### config.mk
export PLATFORM = sky130hd
export DESIGN_NAME = midi_uart_tx
export DESIGN_NICKNAME = d
export VERILOG_FILES = /design/src/rtl/midi_uart_tx_pkg.sv /design/src/rtl/uart_tx_byte.sv /design/src/rtl/midi_uart_tx.sv
export SDC_FILE = /design/constraint.sdc
export NUM_CORES = 1
export LEC_CHECK = 0
export CELL_PAD_IN_SITES_DETAIL_PLACEMENT = 1
export CELL_PAD_IN_SITES_GLOBAL_PLACEMENT = 2
export CORE_MARGIN = 2
export CORE_UTILIZATION = 37
export DETAILED_ROUTE_END_ITERATION = 10
export GPL_TIMING_DRIVEN = 0
export PLACE_DENSITY = 0.76
export SYNTH_ARGS = -nofsm -noshare
export SYNTH_HDL_FRONTEND = slang
export SYNTH_SLANG_ARGS = --single-unit
### constraint.sdc
create_clock -name clk -period 2.8 [get_ports clk]
set_input_delay 0.7 -clock clk [delete_from_list [all_inputs] [get_ports clk]]
set_output_delay 0.7 -clock clk [all_outputs]
set_load 0.02 [all_outputs]
### src/rtl/midi_uart_tx_pkg.sv
// Shared MIDI definitions: status nibbles, serializer/sequencer states and
// the status-byte length decode (also used by the receive framer).
package midi_uart_tx_pkg;

  localparam logic [3:0] NOTE_OFF = 4'h8;
  localparam logic [3:0] NOTE_ON  = 4'h9;
  localparam logic [3:0] POLY_AT  = 4'hA;
  localparam logic [3:0] CC       = 4'hB;
  localparam logic [3:0] PROG     = 4'hC;
  localparam logic [3:0] CHAN_AT  = 4'hD;
  localparam logic [3:0] PITCH    = 4'hE;
  localparam logic [3:0] SYSTEM   = 4'hF;

  typedef enum logic [1:0] {TX_IDLE, TX_START, TX_DATA, TX_STOP} tx_state_t;
  typedef enum logic {SEQ_IDLE, SEQ_SEND} seq_state_t;

  function automatic logic is_chan_voice(input logic [7:0] status);
    return status[7] && (status[7:4] != SYSTEM);
  endfunction

  // Total bytes on the wire for a status byte; 0 means "not a status byte".
  function automatic logic [1:0] midi_msg_len(input logic [7:0] status);
    logic [1:0] len;
    len = 2'd0;
    if (status[7]) begin
      case (status[7:4])
        NOTE_OFF, NOTE_ON, POLY_AT, CC, PITCH: len = 2'd3;
        PROG, CHAN_AT:                          len = 2'd2;
        SYSTEM: begin
          case (status[3:0])
            4'h1, 4'h3: len = 2'd2;
            4'h2:       len = 2'd3;
            default:    len = 2'd1;
          endcase
        end
        default: len = 2'd0;
      endcase
    end
    return len;
  endfunction

endpackage

### src/rtl/uart_tx_byte.sv
// 8N1 byte serializer. byte_ready also rises in the last cycle of the stop
// bit so a following byte starts with no idle gap.
module uart_tx_byte
  import midi_uart_tx_pkg::*;
#(
  parameter int CLK_DIV = 512
) (
  input  logic       clk,
  input  logic       resetn,
  input  logic       byte_valid,
  input  logic [7:0] byte_data,
  output logic       byte_ready,
  output logic       tx
);

  localparam int CNT_W = $clog2(CLK_DIV);
  localparam logic [CNT_W-1:0] CNT_MAX = CNT_W'(CLK_DIV - 1);

  tx_state_t        state, state_next;
  logic [CNT_W-1:0] cnt, cnt_next;
  logic [3:0]       bit_idx, bit_idx_next;
  logic [7:0]       shreg, shreg_next;
  logic             tx_q, tx_next;
  logic             wrap, load;

  assign wrap       = (cnt == CNT_MAX);
  assign byte_ready = (state == TX_IDLE) || ((state == TX_STOP) && wrap);
  assign load       = byte_valid && byte_ready;
  assign tx         = tx_q;

  always_comb begin
    state_next   = state;
    cnt_next     = wrap ? '0 : cnt + CNT_W'(1);
    bit_idx_next = bit_idx;
    shreg_next   = shreg;
    tx_next      = tx_q;
    case (state)
      TX_IDLE: begin
        cnt_next = '0;
        tx_next  = 1'b1;
      end
      TX_START: begin
        if (wrap) begin
          state_next   = TX_DATA;
          bit_idx_next = 4'd0;
          tx_next      = shreg[0];
        end
      end
      TX_DATA: begin
        if (wrap) begin
          if (bit_idx == 4'd7) begin
            state_next = TX_STOP;
            tx_next    = 1'b1;
          end else begin
            bit_idx_next = bit_idx + 4'd1;
            shreg_next   = {1'b0, shreg[7:1]};
            tx_next      = shreg[1];
          end
        end
      end
      TX_STOP: begin
        if (wrap) begin
          state_next = TX_IDLE;
          tx_next    = 1'b1;
        end
      end
      default: state_next = TX_IDLE;
    endcase
    if (load) begin
      state_next   = TX_START;
      cnt_next     = '0;
      bit_idx_next = 4'd0;
      shreg_next   = byte_data;
      tx_next      = 1'b0;
    end
  end

  always_ff @(posedge clk) begin
    if (!resetn) begin
      state   <= TX_IDLE;
      cnt     <= '0;
      bit_idx <= 4'd0;
      tx_q    <= 1'b1;
    end else begin
      state   <= state_next;
      cnt     <= cnt_next;
      bit_idx <= bit_idx_next;
      tx_q    <= tx_next;
    end
  end

  always_ff @(posedge clk) begin
    shreg <= shreg_next;
  end

endmodule

### src/rtl/midi_uart_tx.sv
// MIDI event transmitter: latches one event per handshake, decodes its length,
// applies running status and feeds the bytes to the serializer back to back.
module midi_uart_tx
  import midi_uart_tx_pkg::*;
#(
  parameter int CLK_DIV        = 512,
  parameter bit RUNNING_STATUS = 1'b1
) (
  input  logic       clk,
  input  logic       resetn,
  input  logic       midi_event_valid,
  output logic       midi_event_ready,
  input  logic [7:0] midi_command,
  input  logic [6:0] midi_parameter_1,
  input  logic [6:0] midi_parameter_2,
  output logic       serial_tx,
  output logic       busy
);

  seq_state_t seq_state, seq_next;
  logic [1:0] byte_idx, byte_idx_next;
  logic [1:0] msg_len, msg_len_next;
  logic [7:0] last_status, last_status_next;
  logic [7:0] cmd_q;
  logic [6:0] p1_q, p2_q;
  logic       accept, byte_valid, byte_ready;
  logic [7:0] byte_data;
  logic [1:0] len_in, first_idx, next_idx;

  function automatic logic [7:0] pick_byte(input logic [1:0] idx, input logic [7:0] cmd,
                                           input logic [6:0] a, input logic [6:0] b);
    case (idx)
      2'd0:    return cmd;
      2'd1:    return {1'b0, a};
      default: return {1'b0, b};
    endcase
  endfunction

  assign midi_event_ready = (seq_state == SEQ_IDLE);
  assign busy             = (seq_state == SEQ_SEND);
  assign accept           = midi_event_valid && midi_event_ready;
  assign len_in           = midi_msg_len(midi_command);
  assign next_idx         = byte_idx + 2'd1;
  // The first byte is handed over straight from the inputs so the start bit
  // goes out the cycle after acceptance.
  assign first_idx = (RUNNING_STATUS && is_chan_voice(midi_command) &&
                      (midi_command == last_status)) ? 2'd1 : 2'd0;

  always_comb begin
    seq_next         = seq_state;
    byte_idx_next    = byte_idx;
    msg_len_next     = msg_len;
    last_status_next = last_status;
    byte_valid       = 1'b0;
    byte_data        = pick_byte(first_idx, midi_command, midi_parameter_1, midi_parameter_2);
    case (seq_state)
      SEQ_IDLE: begin
        if (accept && (len_in != 2'd0)) begin
          byte_valid    = 1'b1;
          seq_next      = SEQ_SEND;
          byte_idx_next = first_idx;
          msg_len_next  = len_in;
          if (is_chan_voice(midi_command))
            last_status_next = midi_command;
          else if (midi_command[7:3] == 5'b11110)
            last_status_next = 8'h00;
        end
      end
      SEQ_SEND: begin
        byte_data = pick_byte(next_idx, cmd_q, p1_q, p2_q);
        if (byte_ready) begin
          if (next_idx < msg_len) begin
            byte_valid    = 1'b1;
            byte_idx_next = next_idx;
          end else begin
            seq_next = SEQ_IDLE;
          end
        end
      end
      default: seq_next = SEQ_IDLE;
    endcase
  end

  always_ff @(posedge clk) begin
    if (!resetn) begin
      seq_state   <= SEQ_IDLE;
      byte_idx    <= 2'd0;
      msg_len     <= 2'd0;
      last_status <= 8'h00;
    end else begin
      seq_state   <= seq_next;
      byte_idx    <= byte_idx_next;
      msg_len     <= msg_len_next;
      last_status <= last_status_next;
    end
  end

  always_ff @(posedge clk) begin
    if (accept) begin
      cmd_q <= midi_command;
      p1_q  <= midi_parameter_1;
      p2_q  <= midi_parameter_2;
    end
  end

  uart_tx_byte #(.CLK_DIV(CLK_DIV)) u_byte (
    .clk       (clk),
    .resetn    (resetn),
    .byte_valid(byte_valid),
    .byte_data (byte_data),
    .byte_ready(byte_ready),
    .tx        (serial_tx)
  );

endmodule
==> summary.txt, run 1 <==
Power
  • Sw Ratio: 0.293
  • Power Density: 617 nW/um^2
  • Lkg Pwr: between 1 and 1.5 nW
  • Switch Pwr: 651 uW
  • Clock power share: 0.330
  • Peak VDD IR: 0.276 mV
  • Sequential share of power: 0.465
  • Internal power: 1.57 mW
  • Gate power share: 0.204

Clock tree
  • Clk sink count: 59
  • Clk buf depth: 2
  • Num CTS Buffers: 9
  • CTS H-tree lvls: 3
  • # Post-CTS Setup Buffers: 0
  • Worst skew pair latency: 0.33 ns
  • Clock root buffer: clkbuf_8
  • Worst-path clk slew: around 0.070 ns
  • CTS tree: yes

Finish
  • Most frequent cells in the layout: edfxtp_1 (30), nor2_1 (29), dfxtp_1 (29)
  • Post-layout util: 0.464
  • Leading cell type in the layout, fill and taps excluded: edfxtp_1
  • Nets: around 370
  • FF/Latch Area: 1480 sq um
  • Post-route cell area: 3600 sq um
  • Area Overhead vs Synth: 21.5%
  • Footprint of the multi-input gates: 1440 sq um
  • Filler cell count: 884
  • Layout cells sized above 1: 0.0958
  • Antenna diodes: 0

Floorplan
  • Die area: 8750 sq um
  • Row Count: 32
  • Core area: 7770 sq um
  • Die H: 93.5 um
  • Die width: 93.5 um
  • # IOs: 28
  • Starting Density: 0.382

Synth
  • Syn Area/Cell: 10.1 sq um
  • Largest cells by area after synthesis: edfxtp_1 (30%), dfxtp_1 (20%), ha_1 (5.5%)
  • Post-synth ARST share: 0
  • Synthesized area: 2970 sq um
  • Number of flops mapped to enable cells by yosys: 30
  • Cells after Synth: 293
  • Yosys top cell by area: edfxtp_1
  • Yosys Warn Count: 0
  • Syn_nets: about 330
  • Synth cell types: between 40 and 50
  • Synth top area share: 0.304
  • Top FF cell, synth: edfxtp_1
  • Sequential fraction of the synthesis area: 0.499
  • Flops & latches, synth: 59

Drt
  • WL/cell: 17.0 um
  • WL final: between 7000 and 8000 um
  • DRC: 0
  • Total number of vias: approximately 2300
  • DR vias/cell: between 5 and 6
  • Pre-Repair DR Iteration Count: 4
  • First DRT Iteration DRCs: 104
  • ANT nets after route: 0

Global route
  • Initial antenna violation count: 0
  • Gr usage total: 0.182
  • Global-route wire length before repair: approximately 12000 um
  • Vias in the first global route: 2337
  • Remaining global-route overflow: 0
  • Largest net degree at the start of global routing: 16

Setup path
  • CP Launch Type: input port
  • Critical Path AT: about 2.8 ns
  • Slowest CP cell: clkdlybuf4s50_1
  • Max Fanout on Critical Path: 9
  • Critical path class: in2reg
  • Required @ worst endpoint: 2.87 ns
  • CP Cell Sequence: clkdlybuf4s50_1, nand2_1, or4_1, buf_2, a211o_4, a221oi_1, o21ai_1
  • Worst setup EP type: flop
  • Crit-path max cell delay: 0.57 ns

Timing
  • Actual slew at the worst max-slew pin: between 0.7 and 0.8 ns
  • Tcrit/Tclk final: 0.974
  • Sum of negative setup slack: 0 ns
  • Fmax achieved: 367 MHz
  • Final setup fails: 0
  • Relative slew slack: 0.520
  • Hold Worst Slack: roughly 0.47 ns
  • Final Hold Vio Count: 0
  • Slew Limit Fails: 0
  • Unrepaired setup endpoints after global routing: no
  • Final critical-path required period: roughly 2.7 ns
  • Setup Skew: 0.00703 ns

Hold path
  • Hold Path Class: reg2reg

Placed design
  • Detail Placement HPWL: 5330 um
  • Dpl cell area: 3370 sq um
  • Routability cong.: 0.765
  • IO Port Bufs: 26

Run status
  • Status: finished, final reports clean

Run
  • Max-cap violations: 0
-- metal layers --
metal,up-vias,wire length [um],share of wire,GRT usage
met3,5,303,0.041,0.0500
li1,1151,-,-,-
met1,1108,3730,0.50,0.253
met2,42,3330,0.45,0.285
met5,-,0,0,0
met4,0,65,0.0088,0.0399
-- power by group through the flow --
stage	Clock, mW	Sequential [mW]	Combinational [mW]
floorplan	0	1.05	0.283
global placement	0	1.05	0.436
detailed placement	0	1.05	0.448
CTS	0.763	1.03	0.453
global route	0.792	1.04	0.513
finish	0.733	1.03	0.454
-- worst paths after layout --
check,slack [ns],end,depth (start not counted),from
setup / recovery,0.07,u_byte.shreg[5]$_DFFE_PP_,7,midi_command[7]
hold reg to reg,0.47,msg_len[0]$_SDFFE_PN0P_,2,msg_len[0]$_SDFFE_PN0P_
setup reg to reg,0.23,u_byte.shreg[0]$_DFFE_PP_,9,byte_idx[0]$_SDFFE_PN0P_
hold / removal,0.47,msg_len[0]$_SDFFE_PN0P_,2,msg_len[0]$_SDFFE_PN0P_
-- Yosys cell counts, types with 2 or more instances --
cell type	instances
ha_1	13
a21boi_0	4
and3b_1	2
o21ai_0	5
mux2i_1	3
a2111oi_4	2
a21oi_1	10
o21ai_1	6
nor2_1	29
xnor2_1	4
buf_2	2
nor2b_1	10
nand3b_1	2
nand2_1	28
a2111oi_0	2
nand3_1	16
o211ai_1	5
a211oi_1	3
and3_1	3
nor3_1	6
dfxtp_1	29
and2_1	2
a31oi_1	2
a21o_1	6
xor2_1	9
edfxtp_1	30
inv_1	9
a22oi_1	15
clkbuf_1	13
a221oi_1	4
-- worst max-delay path: cells and delay by family --
kind | cells | cell delay, ns
AO/OA/AOI/OAI | 3 | 0.90
buffers and inverters | 2 | 0.74
AND/OR/NAND/NOR | 2 | 0.46
-- cell type report --
| type | instances | area share |
|---|---|---|
| Clock buffer | 12 | 0.0462 |
| Buffer | 14 | 0.0163 |
| Inverter | 9 | 0.00937 |
| Sequential cell | 59 | 0.411 |
| Timing Repair Buffer | 27 | 0.0767 |
| Tap cell | 102 | 0.0354 |
| Multi-Input combinational cell | 209 | 0.399 |
| Clock inverter | 4 | 0.00590 |
-- per-stage QoR --
step / std cells / setup WS (ns) / power (mW)
finish: 436 / 0.0727 / 2.22
global route: 436 / 0.00152 / 2.35
CTS: 436 / 0.0135 / 2.25
detailed placement: 422 / -0.566 / 1.50
global placement: 421 / -0.499 / 1.49
floorplan: 293 / 0.368 / 1.33
-- cell families (layout without fill, tap and decap cells) --
family | Yosys count | after routing | share of synthesized area
fa+ha+maj | 13 | 13 | 0.0548
flops | 59 | 59 | 0.499
simple gates | 104 | 104 | 0.167
compound gates | 75 | 75 | 0.194
xor+xnor | 13 | 13 | 0.0384
mux | 4 | 4 | 0.0139
buf+inv | 25 | 66 | 0.0325
-- flip-flops by register name, indices dropped and copies added, names as in the netlist --
signal / cells
u_byte.bit_idx: 4
msg_len: 2
u_byte.state: 2
p1_q: 7
busy: 1
last_status: 8
cmd_q: 8
u_byte.tx: 1
u_byte.cnt: 9
u_byte.shreg: 8
byte_idx: 2
p2_q: 7
-- repair_timing --
action                                  in CTS  in global routing
endpoints found under the setup margin      13                 14
hold buffers                                 0                  0
gates resized for setup                      7                  9
pin swaps                                    0                  0
Power figures use the tool's default switching activity.
==> run 2: changes to the inputs <==
CTS_CLUSTER_DIAMETER = 50   (was default)
SETUP_SLACK_MARGIN = 0.05   (was default)
TNS_END_PERCENT = 50   (was default)
==> summary.txt, run 2 (synthesis gave the netlist of run 1 again) <==
Hold path
  • WHS Path Cells: 2 (unchanged)
  • Min-delay src: msg_len[0]$_SDFFE_PN0P_
  • Hold Path Class: reg2reg
  • Hold Path Sink: msg_len[0]$_SDFFE_PN0P_

Timing
  • Setup Skew: 0.00680 ns (-0.000227 ns)
  • Final Hold Vio Count: 0 (unchanged)
  • Post-route setup slack: 0.114 ns (+0.0413 ns)
  • Slew Limit Fails: 0 (unchanged)
  • Hold Worst Slack: 0.472 ns (+0.000493 ns)
  • Actual slew at the worst max-slew pin: 0.719 ns (+0.00248 ns)
  • Unrepaired setup endpoints after global routing: yes
  • Relative slew slack: 0.519 (-0.00166)
  • Fmax achieved: 372 MHz (+1.5%)
  • Final critical-path required period: 2.69 ns (-0.0413 ns)
  • Tcrit/Tclk final: 0.959 (-0.0148)
  • Final setup fails: 0 (unchanged)

Floorplan
  • Die width: 93.5 um (unchanged)
  • Die area: 8750 sq um (unchanged)
  • Core area: 7770 sq um (unchanged)
  • Row Count: 32 (unchanged)
  • Die H: 93.5 um (unchanged)
  • # IOs: 28 (unchanged)
  • Starting Density: 0.382 (unchanged)

Power
  • Peak VDD IR: 0.275 mV (-0.48%)
  • Power Density: 615 nW/um^2 (-0.19%)
  • Lkg Pwr: 1.34 nW (-0.89%)

Global route
  • Largest net degree at the start of global routing: 16 (unchanged)
  • Initial antenna violation count: 0 (unchanged)
  • Gr usage total: 0.183 (+0.00102)
  • Remaining global-route overflow: 0 (unchanged)
  • Vias in the first global route: 2358 (+0.90%)
  • Global-route wire length before repair: 12100 um (+0.75%)

Finish
  • FF/Latch Area: 1480 sq um (unchanged)
  • Area Overhead vs Synth: 21.6%
  • Filler cell count: 885 (+0.11%)
  • Post-route cell area: 3610 sq um (+0.14%)
  • Antenna diodes: 0 (unchanged)
  • Max reg flops: 9 (unchanged)
  • Largest Register: u_byte.cnt
  • Footprint of the multi-input gates: 1440 sq um (unchanged)
  • Leading cell type in the layout, fill and taps excluded: edfxtp_1
  • Layout cells sized above 1: 0.104 (+0.00836)
  • Nets: 369 (+0.54%)
  • Post-Layout Cell Count: 438 (+0.46%)
  • Most frequent cells in the layout: edfxtp_1 (30), nor2_1 (29), dfxtp_1 (29)

Setup path
  • Critical R2R Capture: u_byte.shreg[0]$_DFFE_PP_
  • R2r startpoint: byte_idx[0]$_SDFFE_PN0P_
  • CP Launch Type: input port
  • R2R Setup Slk: 0.12 ns (-0.11 ns)
  • Critical Path AT: 2.77 ns (-0.03 ns)
  • Max Fanout on Critical Path: 9 (unchanged)
  • Required @ worst endpoint: 2.88 ns (about the same)
  • Critical path class: in2reg
  • FF-to-FF path depth: 9 (unchanged)
  • Worst setup EP type: flop

Drt
  • DR vias/cell: 5.28 (-0.11%)
  • WL/cell: 17.0 um (about the same)
  • Pre-Repair DR Iteration Count: 4 (unchanged)
  • First DRT Iteration DRCs: 89 (-14%)
  • WL final: 7450 um (+0.38%)
  • DRC: 0 (unchanged)
  • Total number of vias: 2314 (+0.35%)
  • ANT nets after route: 0 (unchanged)

Clock tree
  • Worst skew pair latency: 0.33 ns (about the same)
  • # Post-CTS Setup Buffers: 0 (unchanged)
  • Clk sink count: 59 (unchanged)
  • Cts repair resizes: 10 (+3)
  • Worst-path clk slew: 0.07 ns (about the same)
  • Clock root buffer: clkbuf_8
  • Hold-fix buffers, CTS: 0 (unchanged)
  • CTS tree: yes
  • Clk buf depth: 2 (unchanged)
  • CTS H-tree lvls: 3 (unchanged)
  • Num CTS Buffers: 9 (unchanged)

Placed design
  • Routability cong.: 0.765 (unchanged)
  • Dpl cells: 422 (unchanged)
  • Detail Placement HPWL: 5330 um (unchanged)
  • Pre-CTS WS: -0.566 ns (unchanged)
  • IO Port Bufs: 26 (unchanged)
  • Dpl cell area: 3370 sq um (unchanged)

Run
  • Max-cap violations: 0 (unchanged)

Run status
  • Status: finished, final reports clean
-- run 2: how the worst max path moves through the flow --
stage	endpoint	cells past startpoint	startpoint
2_1_floorplan	u_byte.shreg[6]$_DFFE_PP_	6	midi_command[5]
3_3_place_gp	u_byte.shreg[1]$_DFFE_PP_	7	midi_command[3]
3_5_place_dp	u_byte.shreg[5]$_DFFE_PP_	6	midi_command[7]
4_1_cts	u_byte.shreg[7]$_SDFFCE_PP0P_	8	byte_idx[0]$_SDFFE_PN0P_
5_1_grt	u_byte.shreg[0]$_DFFE_PP_	9	byte_idx[0]$_SDFFE_PN0P_
6_report	u_byte.shreg[1]$_DFFE_PP_	7	midi_command[5]
-- run 2: area by class of cell --
cell class | count | share of cell area
Buffer | 16 | 0.0191
Clock inverter | 4 | 0.00589
Sequential cell | 59 | 0.411
Timing Repair Buffer | 27 | 0.0752
Clock buffer | 12 | 0.0461
Inverter | 9 | 0.00936
Tap cell | 102 | 0.0354
Multi-Input combinational cell | 209 | 0.398
-- run 2: stage by stage --
stage               utilization  total power, mW  TNS (ns)
floorplan                     -             1.33         0
finish                    0.465             2.22         0
detailed placement        0.434             1.50     -8.48
global placement          0.432             1.49    -14.00
global route              0.465             2.35    -0.140
CTS                       0.461             2.25         0
-- run 2: critical path: stages --
cell             delay, ns
clkdlybuf4s50_1       0.47
buf_2                 0.22
xor2_1                0.10
or3_1                 0.37
a211o_4               0.44
a221oi_2              0.36
o21ai_1               0.10
-- run 2: per-layer routing --
layer | wire length, um | track usage | up-vias
li1 | - | - | 1156
met1 | 3740 | 0.251 | 1118
met2 | 3340 | 0.290 | 35
met3 | 304 | 0.0500 | 5
met4 | 65 | 0.0399 | 0
met5 | 0 | 0 | -
-- run 2: where the power goes --
| part | internal (mW) | leakage, nW | switching, mW |
|---|---|---|---|
| clock | 0.395 | 0.102 | 0.339 |
| combinational | 0.187 | 0.711 | 0.265 |
| sequential | 0.988 | 0.524 | 0.0460 |
==> run 3: changes to the inputs <==
RECOVER_POWER = 100   (was default)
SLEW_MARGIN = 5   (was default)
==> summary.txt, run 3 (synthesis gave the netlist of run 1 again) <==
Clock tree
  • CTS tree: yes
  • CTS H-tree lvls: 3 (unchanged)
  • Worst-path clk slew: 0.07 ns (about the same)
  • Clk buf depth: 2 (unchanged)
  • Num CTS Buffers: 9 (unchanged)
  • Hold-fix buffers, CTS: 0 (unchanged)
  • Clk sink count: 59 (unchanged)
  • # Post-CTS Setup Buffers: 0 (unchanged)
  • Worst skew pair latency: 0.33 ns (about the same)
  • Clock root buffer: clkbuf_8

Global route
  • Remaining global-route overflow: 0 (unchanged)
  • Vias in the first global route: 2358 (unchanged)
  • Largest net degree at the start of global routing: 16 (unchanged)
  • Gr usage total: 0.183 (unchanged)
  • Initial antenna violation count: 0 (unchanged)
  • Global-route wire length before repair: 12100 um (unchanged)

Hold path
  • Hold Path Class: reg2reg
  • WHS Path Cells: 2 (unchanged)

Run
  • Max-cap violations: 0 (unchanged)

Drt
  • Total number of vias: 2306 (-0.35%)
  • DR vias/cell: 5.26 (-0.35%)
  • First DRT Iteration DRCs: 97 (+9.0%)
  • WL final: 7480 um (+0.34%)
  • DRC: 0 (unchanged)
  • WL/cell: 17.1 um (+0.34%)
  • ANT nets after route: 0 (unchanged)
  • Pre-Repair DR Iteration Count: 4 (unchanged)

Setup path
  • Max Fanout on Critical Path: 9 (unchanged)
  • Worst setup EP type: flop
  • Required @ worst endpoint: 2.88 ns (about the same)
  • Critical path class: in2reg
  • Crit-path max cell delay: 0.58 ns (+0.11 ns)
  • FF-to-FF path depth: 9 (unchanged)
  • CP Cell Sequence: dlygate4sd3_1, clkbuf_1, or3_1, a211o_4, a221oi_2, o21ai_1
  • CP Launch Type: input port
  • Slowest CP cell: dlygate4sd3_1
  • Critical Path AT: 2.82 ns (+0.05 ns)

Power
  • Lkg Pwr: 1.34 nW (+0.58%)
  • Power Density: 614 nW/um^2 (-0.23%)
  • Peak VDD IR: 0.275 mV (+0.10%)
  • Power Total: 2.21 mW (-0.37%)

Floorplan
  • # IOs: 28 (unchanged)
  • Die H: 93.5 um (unchanged)
  • Die area: 8750 sq um (unchanged)
  • Die width: 93.5 um (unchanged)
  • Starting Density: 0.382 (unchanged)
  • Row Count: 32 (unchanged)
  • Core area: 7770 sq um (unchanged)

Placed design
  • IO Port Bufs: 26 (unchanged)
  • Detail Placement HPWL: 5330 um (unchanged)
  • Dpl cells: 422 (unchanged)
  • Routability cong.: 0.765 (unchanged)
  • Dpl cell area: 3370 sq um (unchanged)

Timing
  • Actual slew at the worst max-slew pin: 0.758 ns (+0.0390 ns)
  • Final setup fails: 0 (unchanged)
  • Unrepaired setup endpoints after global routing: yes
  • Final critical-path required period: 2.74 ns (+0.0559 ns)
  • Tcrit/Tclk final: 0.979 (+0.0199)
  • Final Hold Vio Count: 0 (unchanged)
  • Setup Skew: 0.00687 ns (+0.0000690 ns)
  • Fmax achieved: 365 MHz (-2.0%)
  • Relative slew slack: 0.494 (-0.0248)
  • Slew Limit Fails: 0 (unchanged)

Finish
  • Antenna diodes: 0 (unchanged)
  • Max reg flops: 9 (unchanged)
  • Leading cell type in the layout, fill and taps excluded: edfxtp_1
  • FF/Latch Area: 1480 sq um (unchanged)
  • Filler cell count: 886 (+0.11%)
  • Most frequent cells in the layout: edfxtp_1 (30), nor2_1 (29), dfxtp_1 (29)
  • Largest Register: u_byte.cnt
  • Post-Layout Cell Count: 438 (unchanged)
  • Footprint of the multi-input gates: 1440 sq um (-0.17%)
  • Nets: 369 (unchanged)
  • Area Overhead vs Synth: 21.5%
  • Post-route cell area: 3600 sq um (-0.14%)
  • Layout cells sized above 1: 0.0982 (-0.00595)

Run status
  • Status: finished, final reports clean
run 3: critical path: cells and delay by family:
family | cells | cell delay [ns]
compound gates | 3 | 0.90
buf+inv | 2 | 0.79
simple gates | 1 | 0.43
run 3: timing repair:
action / in CTS / in global routing
gates cloned: 0 / 0
resized for setup: 10 / 6
setup endpoints to repair: 15 / 15
run 3: where the power goes:
part	internal [mW]	switching [mW]
registers	0.989	0.0458
clock network	0.396	0.340
logic	0.177	0.265
total	1.56	0.651
run 3: per-layer routing:
metal	wire, um	share of wire	GRT usage	up-vias
met4	65	0.0087	0.0399	0
li1	-	-	-	1153
met5	0	0	0	-
met2	3330	0.44	0.290	33
met1	3810	0.51	0.251	1115
met3	273	0.037	0.0500	5
run 3: layout make-up:
| class | count | area share |
|---|---|---|
| flip-flops and latches | 59 | 0.411 |
| multi-input cells | 209 | 0.398 |
| repair buffers | 27 | 0.0747 |
| clock buffers | 12 | 0.0462 |
| well taps | 102 | 0.0354 |
| plain buffers | 16 | 0.0191 |
| inverters | 9 | 0.00937 |
| clock inverters | 4 | 0.00590 |
run 3: worst paths after layout:
| kind | start | slack (ns) | endpoint |
|---|---|---|---|
| setup / recovery | midi_command[4] | 0.06 | u_byte.shreg[1]$_DFFE_PP_ |
| hold / removal | msg_len[0]$_SDFFE_PN0P_ | 0.47 | msg_len[0]$_SDFFE_PN0P_ |
| setup reg to reg | byte_idx[0]$_SDFFE_PN0P_ | 0.11 | u_byte.shreg[0]$_DFFE_PP_ |
| hold reg to reg | msg_len[0]$_SDFFE_PN0P_ | 0.47 | msg_len[0]$_SDFFE_PN0P_ |
run 3: through the flow:
step / hold WS, ns / util / setup WS [ns] / TNS, ns
after floorplan: 0.440 / - / 0.368 / 0
after global placement: 0.455 / 0.432 / -0.499 / -14.00
after detailed placement: 0.467 / 0.434 / -0.566 / -8.48
after CTS: 0.479 / 0.461 / 0.0556 / 0
after global routing: 0.510 / 0.464 / -0.0715 / -0.140
final: 0.472 / 0.464 / 0.0581 / 0
